--- src/rtl/keypad_scanner_pkg.sv ---
// Shared definitions for the 4x4 matrix keypad scanner.
// Contents: matrix geometry, the debounce FSM state type, the per-scan result
// encoding, and a helper that classifies one full-matrix snapshot.
package keypad_scanner_pkg;

    localparam int unsigned KEY_ROWS = 4;
    localparam int unsigned KEY_COLS = 4;
    localparam int unsigned KEY_NUM  = KEY_ROWS * KEY_COLS;

    typedef enum logic [1:0] {
        StIdle,
        StDebPress,
        StPressed,
        StDebRel
    } state_e;

    typedef enum logic [1:0] {
        ResNone,
        ResSingle,
        ResMulti
    } scan_res_e;

    typedef struct packed {
        scan_res_e  res;
        logic [3:0] code;
    } scan_result_t;

    // Snapshot bit index is row*KEY_COLS + col, which is also the key code.
    function automatic scan_result_t classify(input logic [KEY_NUM-1:0] keys);
        scan_result_t result;
        logic [4:0]   num_down;
        logic [3:0]   code;
        num_down = '0;
        code     = '0;
        for (int i = 0; i < KEY_NUM; i++) begin
            if (keys[i]) begin
                num_down = num_down + 5'd1;
                code     = 4'(i);
            end
        end
        if (num_down == 5'd0) begin
            result.res  = ResNone;
            result.code = '0;
        end else if (num_down == 5'd1) begin
            result.res  = ResSingle;
            result.code = code;
        end else begin
            result.res  = ResMulti;
            result.code = '0;
        end
        return result;
    endfunction

endpackage

--- src/rtl/keypad_matrix_scan.sv ---
// Column scanner for the 4x4 keypad: synchronizes the rows, walks one low
// column per tick, accumulates a full-matrix snapshot and reports it.
// Ports:
//   clk, rst_n   clock, asynchronous active-low reset
//   tick_scan    1-clk strobe, records the current column then advances
//   key_row      raw active-low row lines (asynchronous)
//   key_col      active-low column drive, one bit low
//   scan_done    1-clk pulse the clk after the column-3 tick
//   scan_res     scan_res_e encoding of the completed scan
//   scan_key     key code when scan_res is ResSingle, else 0
module keypad_matrix_scan
    import keypad_scanner_pkg::*;
(
    input  logic                clk,
    input  logic                rst_n,
    input  logic                tick_scan,
    input  logic [KEY_ROWS-1:0] key_row,
    output logic [KEY_COLS-1:0] key_col,
    output logic                scan_done,
    output logic [1:0]          scan_res,
    output logic [3:0]          scan_key
);

    logic [KEY_ROWS-1:0] row_meta_q;
    logic [KEY_ROWS-1:0] row_s_q;
    logic [1:0]          col_idx_q;
    logic [KEY_NUM-1:0]  acc_q;
    logic [KEY_NUM-1:0]  acc_merged;
    logic                scan_done_q;
    scan_res_e           res_q;
    logic [3:0]          key_q;
    scan_result_t        cls;

    // Accumulator with the current column's rows folded in, so the column-3
    // tick can classify the complete scan in the same edge it is recorded.
    always_comb begin
        acc_merged = acc_q;
        for (int r = 0; r < KEY_ROWS; r++) begin
            for (int c = 0; c < KEY_COLS; c++) begin
                if (col_idx_q == 2'(c)) begin
                    acc_merged[r * KEY_COLS + c] = ~row_s_q[r];
                end
            end
        end
        cls = classify(acc_merged);
    end

    always_ff @(posedge clk or negedge rst_n) begin
        if (!rst_n) begin
            row_meta_q  <= '1;
            row_s_q     <= '1;
            col_idx_q   <= '0;
            acc_q       <= '0;
            scan_done_q <= 1'b0;
            res_q       <= ResNone;
            key_q       <= '0;
        end else begin
            row_meta_q  <= key_row;
            row_s_q     <= row_meta_q;
            scan_done_q <= 1'b0;
            if (tick_scan) begin
                col_idx_q <= col_idx_q + 2'd1;
                if (col_idx_q == 2'd3) begin
                    acc_q       <= '0;
                    scan_done_q <= 1'b1;
                    res_q       <= cls.res;
                    key_q       <= cls.code;
                end else begin
                    acc_q <= acc_merged;
                end
            end
        end
    end

    always_comb begin
        key_col = ~(4'b0001 << col_idx_q);
    end

    assign scan_done = scan_done_q;
    assign scan_res  = res_q;
    assign scan_key  = key_q;

endmodule

--- src/rtl/keypad_scanner.sv ---
// 4x4 matrix keypad scanner with whole-scan debouncing. Emits one key code
// per debounced press; multi-key scans are treated as no key (anti-ghosting).
// Ports:
//   clk, rst_n   clock, asynchronous active-low reset
//   tick_scan    1-clk strobe advancing the column slot (>= 3 clk apart)
//   key_row      raw active-low row lines
//   key_col      active-low column drive, one bit low
//   key_code     last accepted key, row*4 + col
//   key_valid    1-clk pulse on each accepted press
//   key_held     high while the accepted key is debounced-pressed
//   multi_key    high when the last completed scan had 2+ keys down
module keypad_scanner
    import keypad_scanner_pkg::*;
#(
    parameter int unsigned DEBOUNCE_SCANS = 4
) (
    input  logic       clk,
    input  logic       rst_n,
    input  logic       tick_scan,
    input  logic [3:0] key_row,
    output logic [3:0] key_col,
    output logic [3:0] key_code,
    output logic       key_valid,
    output logic       key_held,
    output logic       multi_key
);

    localparam logic [3:0] DebTarget = 4'(DEBOUNCE_SCANS);

    logic       scan_done;
    logic [1:0] scan_res;
    logic [3:0] scan_key;

    state_e     state_q;
    logic [3:0] cnt_q;
    logic [3:0] cnt_inc;
    logic [3:0] cand_q;
    logic [3:0] key_code_q;
    logic       key_valid_q;
    logic       key_held_q;
    logic       multi_key_q;
    logic       is_single;
    logic       is_cand;

    keypad_matrix_scan u_scan (
        .clk       (clk),
        .rst_n     (rst_n),
        .tick_scan (tick_scan),
        .key_row   (key_row),
        .key_col   (key_col),
        .scan_done (scan_done),
        .scan_res  (scan_res),
        .scan_key  (scan_key)
    );

    assign cnt_inc   = cnt_q + 4'd1;
    assign is_single = (scan_res == ResSingle);
    assign is_cand   = is_single && (scan_key == cand_q);

    // Debounce FSM; only scan_done cycles move it.
    always_ff @(posedge clk or negedge rst_n) begin
        if (!rst_n) begin
            state_q     <= StIdle;
            cnt_q       <= '0;
            cand_q      <= '0;
            key_code_q  <= '0;
            key_valid_q <= 1'b0;
            key_held_q  <= 1'b0;
            multi_key_q <= 1'b0;
        end else begin
            key_valid_q <= 1'b0;
            if (scan_done) begin
                multi_key_q <= (scan_res == ResMulti);
                case (state_q)
                    StIdle: begin
                        if (is_single) begin
                            cand_q  <= scan_key;
                            cnt_q   <= 4'd1;
                            state_q <= StDebPress;
                        end
                    end
                    StDebPress: begin
                        if (is_cand) begin
                            cnt_q <= cnt_inc;
                            if (cnt_inc == DebTarget) begin
                                state_q     <= StPressed;
                                key_code_q  <= cand_q;
                                key_valid_q <= 1'b1;
                                key_held_q  <= 1'b1;
                            end
                        end else if (is_single) begin
                            // A different single key restarts the count on it.
                            cand_q <= scan_key;
                            cnt_q  <= 4'd1;
                        end else begin
                            state_q <= StIdle;
                        end
                    end
                    StPressed: begin
                        if (!is_cand) begin
                            cnt_q   <= 4'd1;
                            state_q <= StDebRel;
                        end
                    end
                    StDebRel: begin
                        if (is_cand) begin
                            // Release bounce: back to held without a new press.
                            state_q <= StPressed;
                        end else begin
                            cnt_q <= cnt_inc;
                            if (cnt_inc == DebTarget) begin
                                state_q    <= StIdle;
                                key_held_q <= 1'b0;
                            end
                        end
                    end
                    default: state_q <= StIdle;
                endcase
            end
        end
    end

    assign key_code  = key_code_q;
    assign key_valid = key_valid_q;
    assign key_held  = key_held_q;
    assign multi_key = multi_key_q;

endmodule

--- config.mk ---
export PLATFORM = sky130hd
export DESIGN_NAME = keypad_scanner
export DESIGN_NICKNAME = d
export VERILOG_FILES = /design/src/rtl/keypad_scanner_pkg.sv /design/src/rtl/keypad_matrix_scan.sv /design/src/rtl/keypad_scanner.sv
export SDC_FILE = /design/constraint.sdc
export NUM_CORES = 1
export LEC_CHECK = 0
export BUFFER_PORTS_ARGS = -buffer_cell sky130_fd_sc_hd__buf_2
export CAP_MARGIN = 20
export CORE_ASPECT_RATIO = 0.8
export CORE_UTILIZATION = 33
export CTS_CLUSTER_DIAMETER = 120
export DETAILED_ROUTE_END_ITERATION = 6
export HOLD_SLACK_MARGIN = 0.06
export SETUP_SLACK_MARGIN = 0.1
export SLEW_MARGIN = 15
export SYNTH_ARGS = -nofsm -noshare
export SYNTH_HDL_FRONTEND = slang
export SYNTH_HIERARCHICAL = 1
export SYNTH_SLANG_ARGS = --single-unit
--- constraint.sdc ---
create_clock -name clk -period 25.7 [get_ports clk]
set_input_delay 7.71 -clock clk [delete_from_list [all_inputs] [get_ports clk]]
set_output_delay 7.71 -clock clk [all_outputs]
set_load 0.01 [all_outputs]
### Word-level counts from Yosys, hierarchy flattened

Index checks and enable logic that the tools add are counted.

| word-level totals | value |
|---|---|
| register bits | 50 |
| output and inout port bits | 11 |
| bits of input ports | 7 |
| logic and storage cells | 147 |

| operators by class | value |
|---|---|
| equality and inequality tests | 21 |
| shifts and indexed selects | 1 |
| bitwise logic cells | 5 |
| reductions and logical operators | 12 |
| add/sub/neg operators | 17 |
| multiplexer cells | 77 |

Operators with widths:

| kind | number |
|---|---|
| 5-bit 2-to-1 mux | 15 |
| 5-bit by 1-bit adder with 5-bit output, second input constant | 14 |
| 4-bit 2-to-1 mux | 14 |
| 1-bit 2-to-1 mux | 28 |
| 2-bit 2-to-1 mux | 9 |
| 16-bit 2-to-1 mux | 1 |
| 4-bit case mux with 4 select lines | 1 |
| 2-bit != test, second input constant | 7 |
| 3-bit 2-to-1 mux | 4 |
| 6-bit 2-to-1 mux | 2 |
| 6-bit AND reduction | 2 |
| 2-bit == test, second input constant | 5 |
| 3-bit != test, second input constant | 3 |
| 2-bit case mux with 4 select lines | 1 |
| 4-bit case mux with 2 select lines | 1 |
| 2-bit by 1-bit == test with 1-bit output, second input constant | 3 |
| 3-bit AND reduction | 2 |
| 5-bit by 1-bit == test with 1-bit output, second input constant | 1 |
| 5-bit zero test | 1 |
| 4-bit by 1-bit adder with 4-bit output, second input constant | 1 |
| 4-bit by 3-bit == test with 1-bit output, second input constant | 1 |
| 4-bit == test | 1 |
| 2-bit zero test | 2 |
| 1-bit inverter | 4 |
| other kinds (9) | 10 |

### Longest topological paths before layout

| depth | value |
|---|---|
| word-level depth | 36 |
| gate-level depth with buffers | 51 |

### Cells and area by module

The synthesis kept the hierarchy.

Modules (own cells, without submodules):

| module | cells each | instances | area an instance (µm²) |
|---|---|---|---|
| keypad_matrix_scan | 370 | 1 | 3236.9 |
| keypad_scanner | 74 | 1 | 867.1 |

### Worst setup path after synthesis

Ideal clock, no wire load.

| timing | value |
|---|---|
| kind | register to register |
| start point | register u_scan.col_idx_q[0] |
| end point | register u_scan.key_q[0] (netlist: u_scan/scan_key[0]) |
| library setup time | 0.095 ns |
| setup slack | 16.535 ns |
| data required time | 25.605 ns |
| stages on the path, launching flop included | 52 |
| arrival time | 9.070 ns |
| path buffers | 1 |
| cell sequence | dfrtp_1 inv_1 ha_1 buf_6 inv_2 o22ai_1 a211oi_4 xnor2_1 ha_1 inv_1 mux2i_1 ha_1 o21ai_0 a21oi_1 ha_1 and2_1 or2_2 ha_1 [... 16 more ...] o31ai_1 ha_1 mux2i_1 inv_1 ha_1 nand2_1 o21ai_0 ha_1 nand2_1 o21a_1 inv_1 ha_1 nand3_1 and3b_1 mux2i_1 xnor2_1 xnor2_2 o31ai_1 |

| between the ends | value |
|---|---|
| longest elaborated chain between the ends | 36 |
| elaborated cells between the ends (all ways) | 71 |

RTL lines:

| what | RTL line | source |
|---|---|---|
| start: declaration | keypad_matrix_scan.sv:26 | `logic [1:0] col_idx_q;` |
| start signal: assignment | keypad_matrix_scan.sv:62 | `col_idx_q <= col_idx_q + 2'd1;` |
| 2-bit zero test | keypad_matrix_scan.sv:40 | `if (col_idx_q == 2'(c)) begin` |
| 1-bit 2-to-1 mux | keypad_matrix_scan.sv:40 |  |
| 1-bit 2-to-1 mux | keypad_scanner_pkg.sv:36 | `if (keys[i]) begin` |
| 1-bit by 1-bit adder with 2-bit output | keypad_scanner_pkg.sv:37 | `num_down = num_down + 5'd1;` |
| 5-bit 2-to-1 mux | keypad_scanner_pkg.sv:36 |  |
| 5-bit by 1-bit adder with 5-bit output | keypad_scanner_pkg.sv:37 |  |
| 5-bit 2-to-1 mux | keypad_scanner_pkg.sv:36 |  |
| 5-bit by 1-bit adder with 5-bit output | keypad_scanner_pkg.sv:37 |  |
| [... 20 more ...] | - |  |
| 5-bit 2-to-1 mux | keypad_scanner_pkg.sv:36 |  |
| 5-bit by 1-bit adder with 5-bit output | keypad_scanner_pkg.sv:37 |  |
| 5-bit 2-to-1 mux | keypad_scanner_pkg.sv:36 |  |
| 5-bit by 1-bit adder with 5-bit output | keypad_scanner_pkg.sv:37 |  |
| 5-bit 2-to-1 mux | keypad_scanner_pkg.sv:36 |  |
| 5-bit by 1-bit == test with 1-bit output | keypad_scanner_pkg.sv:44 | `end else if (num_down == 5'd1) begin` |
| 6-bit 2-to-1 mux | keypad_scanner_pkg.sv:44 |  |
| 6-bit 2-to-1 mux | keypad_scanner_pkg.sv:41 | `if (num_down == 5'd0) begin` |
| end signal: assignment | keypad_matrix_scan.sv:67 | `key_q <= cls.code;` |
| end: declaration | keypad_matrix_scan.sv:31 | `logic [3:0] key_q;` |

Several ways; a longest one is shown, not always the timed one.
A chain may end at the register's enable or synchronous reset.

### Final worst setup path

| timing | value |
|---|---|
| start point | register u_scan.col_idx_q[0] |
| end point | register u_scan.key_q[1] (netlist: u_scan/scan_key[1]) |

Same word-level chain as after synthesis.

==> run_results.csv <==
group,metric,value,unit
floorplan,fp-row-count,36,
sta,clock.fmax,96.0,MHz
synth,ys_seq_elements,50,
synth,synth_top_area_share,25.6,%
layout,synthToLayoutAreaGrowth,9.54,%
global_route,antenna_found_initial,0,
synth,ys_top_cells_by_area,"dfrtp_1 (26%), xnor2_1 (5.5%), ha_1 (5.5%), dfstp_2 (5.1%), xor2_1 (4.7%)",
floorplan,die_y,102,um
drt,drcViolationCount,0,
critical_path,crit_top_cell,"ha_1",
floorplan,die_area,12900,um^2
critical_path,setup.worst_path.class,"reg -> reg",
drt,routed_wl,9160,um
sta,fin_crit,10.41,ns
synth,yosysWarnings,6,
drt,vias,3247,
job,maxCapViolCount,0,
synth,ys_async_sr_fraction,100,%
critical_path,critPathRequiredTime,25.90,ns
sta,drv_slew,0,
sta,fin_crit_sh,40.5,%
drt,first_iter_violations,246,
layout,layout.nets,484,
synth,synth_top_area_cell,"dfrtp_1",
sta,worst_pin_slew,0.859,ns
sta,rsz0062_at_grt,"false",
global_route,grt_pass1_wl,15300,um
cts,insertion_delay,0.28,ns
cts,cts.sinks,50,
synth,muxShareOfSynthArea,7.41,%
critical_path,worst_path_max_delay_cell,"o32ai_1",
synth,yosys.area_share.simple,19.1,%
floorplan,fp.dieW,127,um
cts,cts_max_path_buffers,2,
sta,hold_viol,0,
critical_path,crit_path_end_kind,"register",
drt,via_per_inst,5.31,
sta,skew,0.00574,ns
sta,slew_headroom,41.1,%
floorplan,ioPinCount,18,
sta,fin_setup_tns,0,ns
synth,synth_top_family_by_area,"simple AND/OR/NAND/NOR gates",
floorplan,initial_core_util,33.7,%
sta,setup_viol,0,
synth,synthAdderAreaFrac,5.49,%
synth,netlist_area,4100,um^2
cts,holdBufCountCts,0,
outcome,status,"finished clean",
cts,htree_levels,2,
critical_path,critical_path.max_stage_delay,0.56,ns
synth,seq_area_frac_synth,30.7,%
drt,first_pass_iters,5,
cts,cts.repair.resized,0,
layout,diodes,0,
worst_hold_path,hold_path_class,"reg -> reg",
synth,syn_avg_cell_area,9.24,um^2
synth,synth_compound_area_share,16.3,%
cts,clk_pin_slew_worst_paths,0.06,ns
synth,yosys_most_used_dff,"dfrtp_1",
critical_path,start_kind,"register",
global_route,grt_pass1_vias,3097,
cts,postCtsSetupRepairBufs,0,
global_route,overflow,0,
drt,detail-route-antenna-nets,0,
layout,drive_gt1_share,15.9,%
global_route,grtUsageTotal,14.7,%
synth,synthTopCellsByCount,"dfrtp_1 (42), nand2_1 (37), inv_1 (31)",
cts,cts_buffers,5,
global_route,grt_max_degree,51,
synth,synth-edff-count,0,
drt,routedWlPerCell,15.0,um
cts,cts-root-buf,"clkbuf_16",
synth,syn_inst,444,
floorplan,core,12200,um^2
critical_path,arrival,10.62,ns
synth,syn-num-nets,469,
critical_path,crit_fanout,11,
placement,dp_hpwl,7060,um
synth,ys_types,74,
placement,routabilityCongestion,0.798,
cts,cts_tree,"done",
placement,port_buffers,17,
synth,synth.most_common_cell,"dfrtp_1",
synth,synth_xor_area_share,16.6,%
==> critical path: cells and delay by family (launching register included) <==
family | cells | cell delay [ns]
multiplexers | 2 | 0.37
flip-flops | 1 | 0.41
buffers and inverters | 6 | 0.65
AND/OR/NAND/NOR | 9 | 1.07
AO/OA/AOI/OAI | 16 | 3.50
XOR/XNOR | 1 | 0.21
adder cells (fa/ha/maj) | 14 | 4.10
==> kinds of logic after synthesis <==
logic type	Yosys count
buffers and inverters	44
xor gates and xnor gates	61
DFF	50
AOI/OAI and AO/OA	99
adders and majority gates	18
and+or+nand+nor	144
muxes	28
==> stage by stage <==
step	hold slack [ns]	worst slack, ns	area, um^2	instances	utilization [%]
after floorplan	0.345	16.53	4100	444	-
after detailed placement	0.349	15.41	4330	604	35.6
final	0.360	15.29	4500	612	37.0
after global routing	0.363	14.25	4500	612	37.0
after CTS	0.362	15.33	4500	612	37.0
after global placement	0.346	15.84	4330	604	35.6
==> final cells by class <==
class	instances	area, um^2
inverter	33	124
multi-input combinational	350	2660
sequential	50	1260
timing repair buffer	19	100
fill	1218	7670
clock buffer	7	133
tap	152	190
clock inverter	1	30.0
==> placed cells by master, fill, tap and decap left out, types with 5 or more instances in the layout <==
master / count
dfrtp_1: 42
nor3_1: 6
o22ai_1: 12
nand3_1: 8
nand2b_1: 11
nor2b_1: 9
inv_1: 31
mux2_2: 11
a31oi_1: 6
dfstp_2: 8
nand4_1: 6
xnor2_1: 26
xor2_1: 22
buf_2: 17
mux2i_1: 15
clkbuf_16: 5
o21ai_0: 20
a21oi_1: 19
nor2_1: 27
nand2_1: 37
ha_1: 18
and2_1: 8
==> sequential cells by signal, summed over array words and instances (netlist names), named ones only <==
signal,cells
cand_q,4
cnt_q,4
key_code,4
key_held,1
key_valid,1
multi_key,1
state_q,1
u_scan/acc_q,16
u_scan/col_idx_q,2
u_scan/row_meta_q,4
u_scan/row_s_q,4
u_scan/scan_done,1
u_scan/scan_key,4
u_scan/scan_res,2
==> metal layers <==
layer | vias to the layer above | global-route usage, % | routed length [um]
met1 | 1582 | 22.0 | 4790
met4 | 0 | 2.20 | 34
met2 | 65 | 23.2 | 4070
li1 | 1598 | - | -
met3 | 2 | 1.74 | 266
met5 | - | 0 | 0
==> path summary, 6_finish.rpt <==
| kind | from | slack (ns) | depth (start not counted) | to |
|---|---|---|---|---|
| worst max-delay path | u_scan/col_idx_q[0] | 15.29 | 48 | u_scan/scan_key[1] |
| worst min-delay path | u_scan/row_meta_q[1] | 0.36 | 0 | u_scan/row_s_q[1] |
| worst max register to register | u_scan/col_idx_q[0] | 15.29 | 48 | u_scan/scan_key[1] |
| worst min register to register | u_scan/row_meta_q[1] | 0.36 | 0 | u_scan/row_s_q[1] |
| max in group asynchronous | rst_n | 17.75 | 2 | cnt_q[0] |
| min in group asynchronous | rst_n | 7.53 | 2 | key_code[0] |
Power is left out: the tool's default activity adds up to more than one toggle a clock period on the data nets, which glitch-free logic cannot reach.
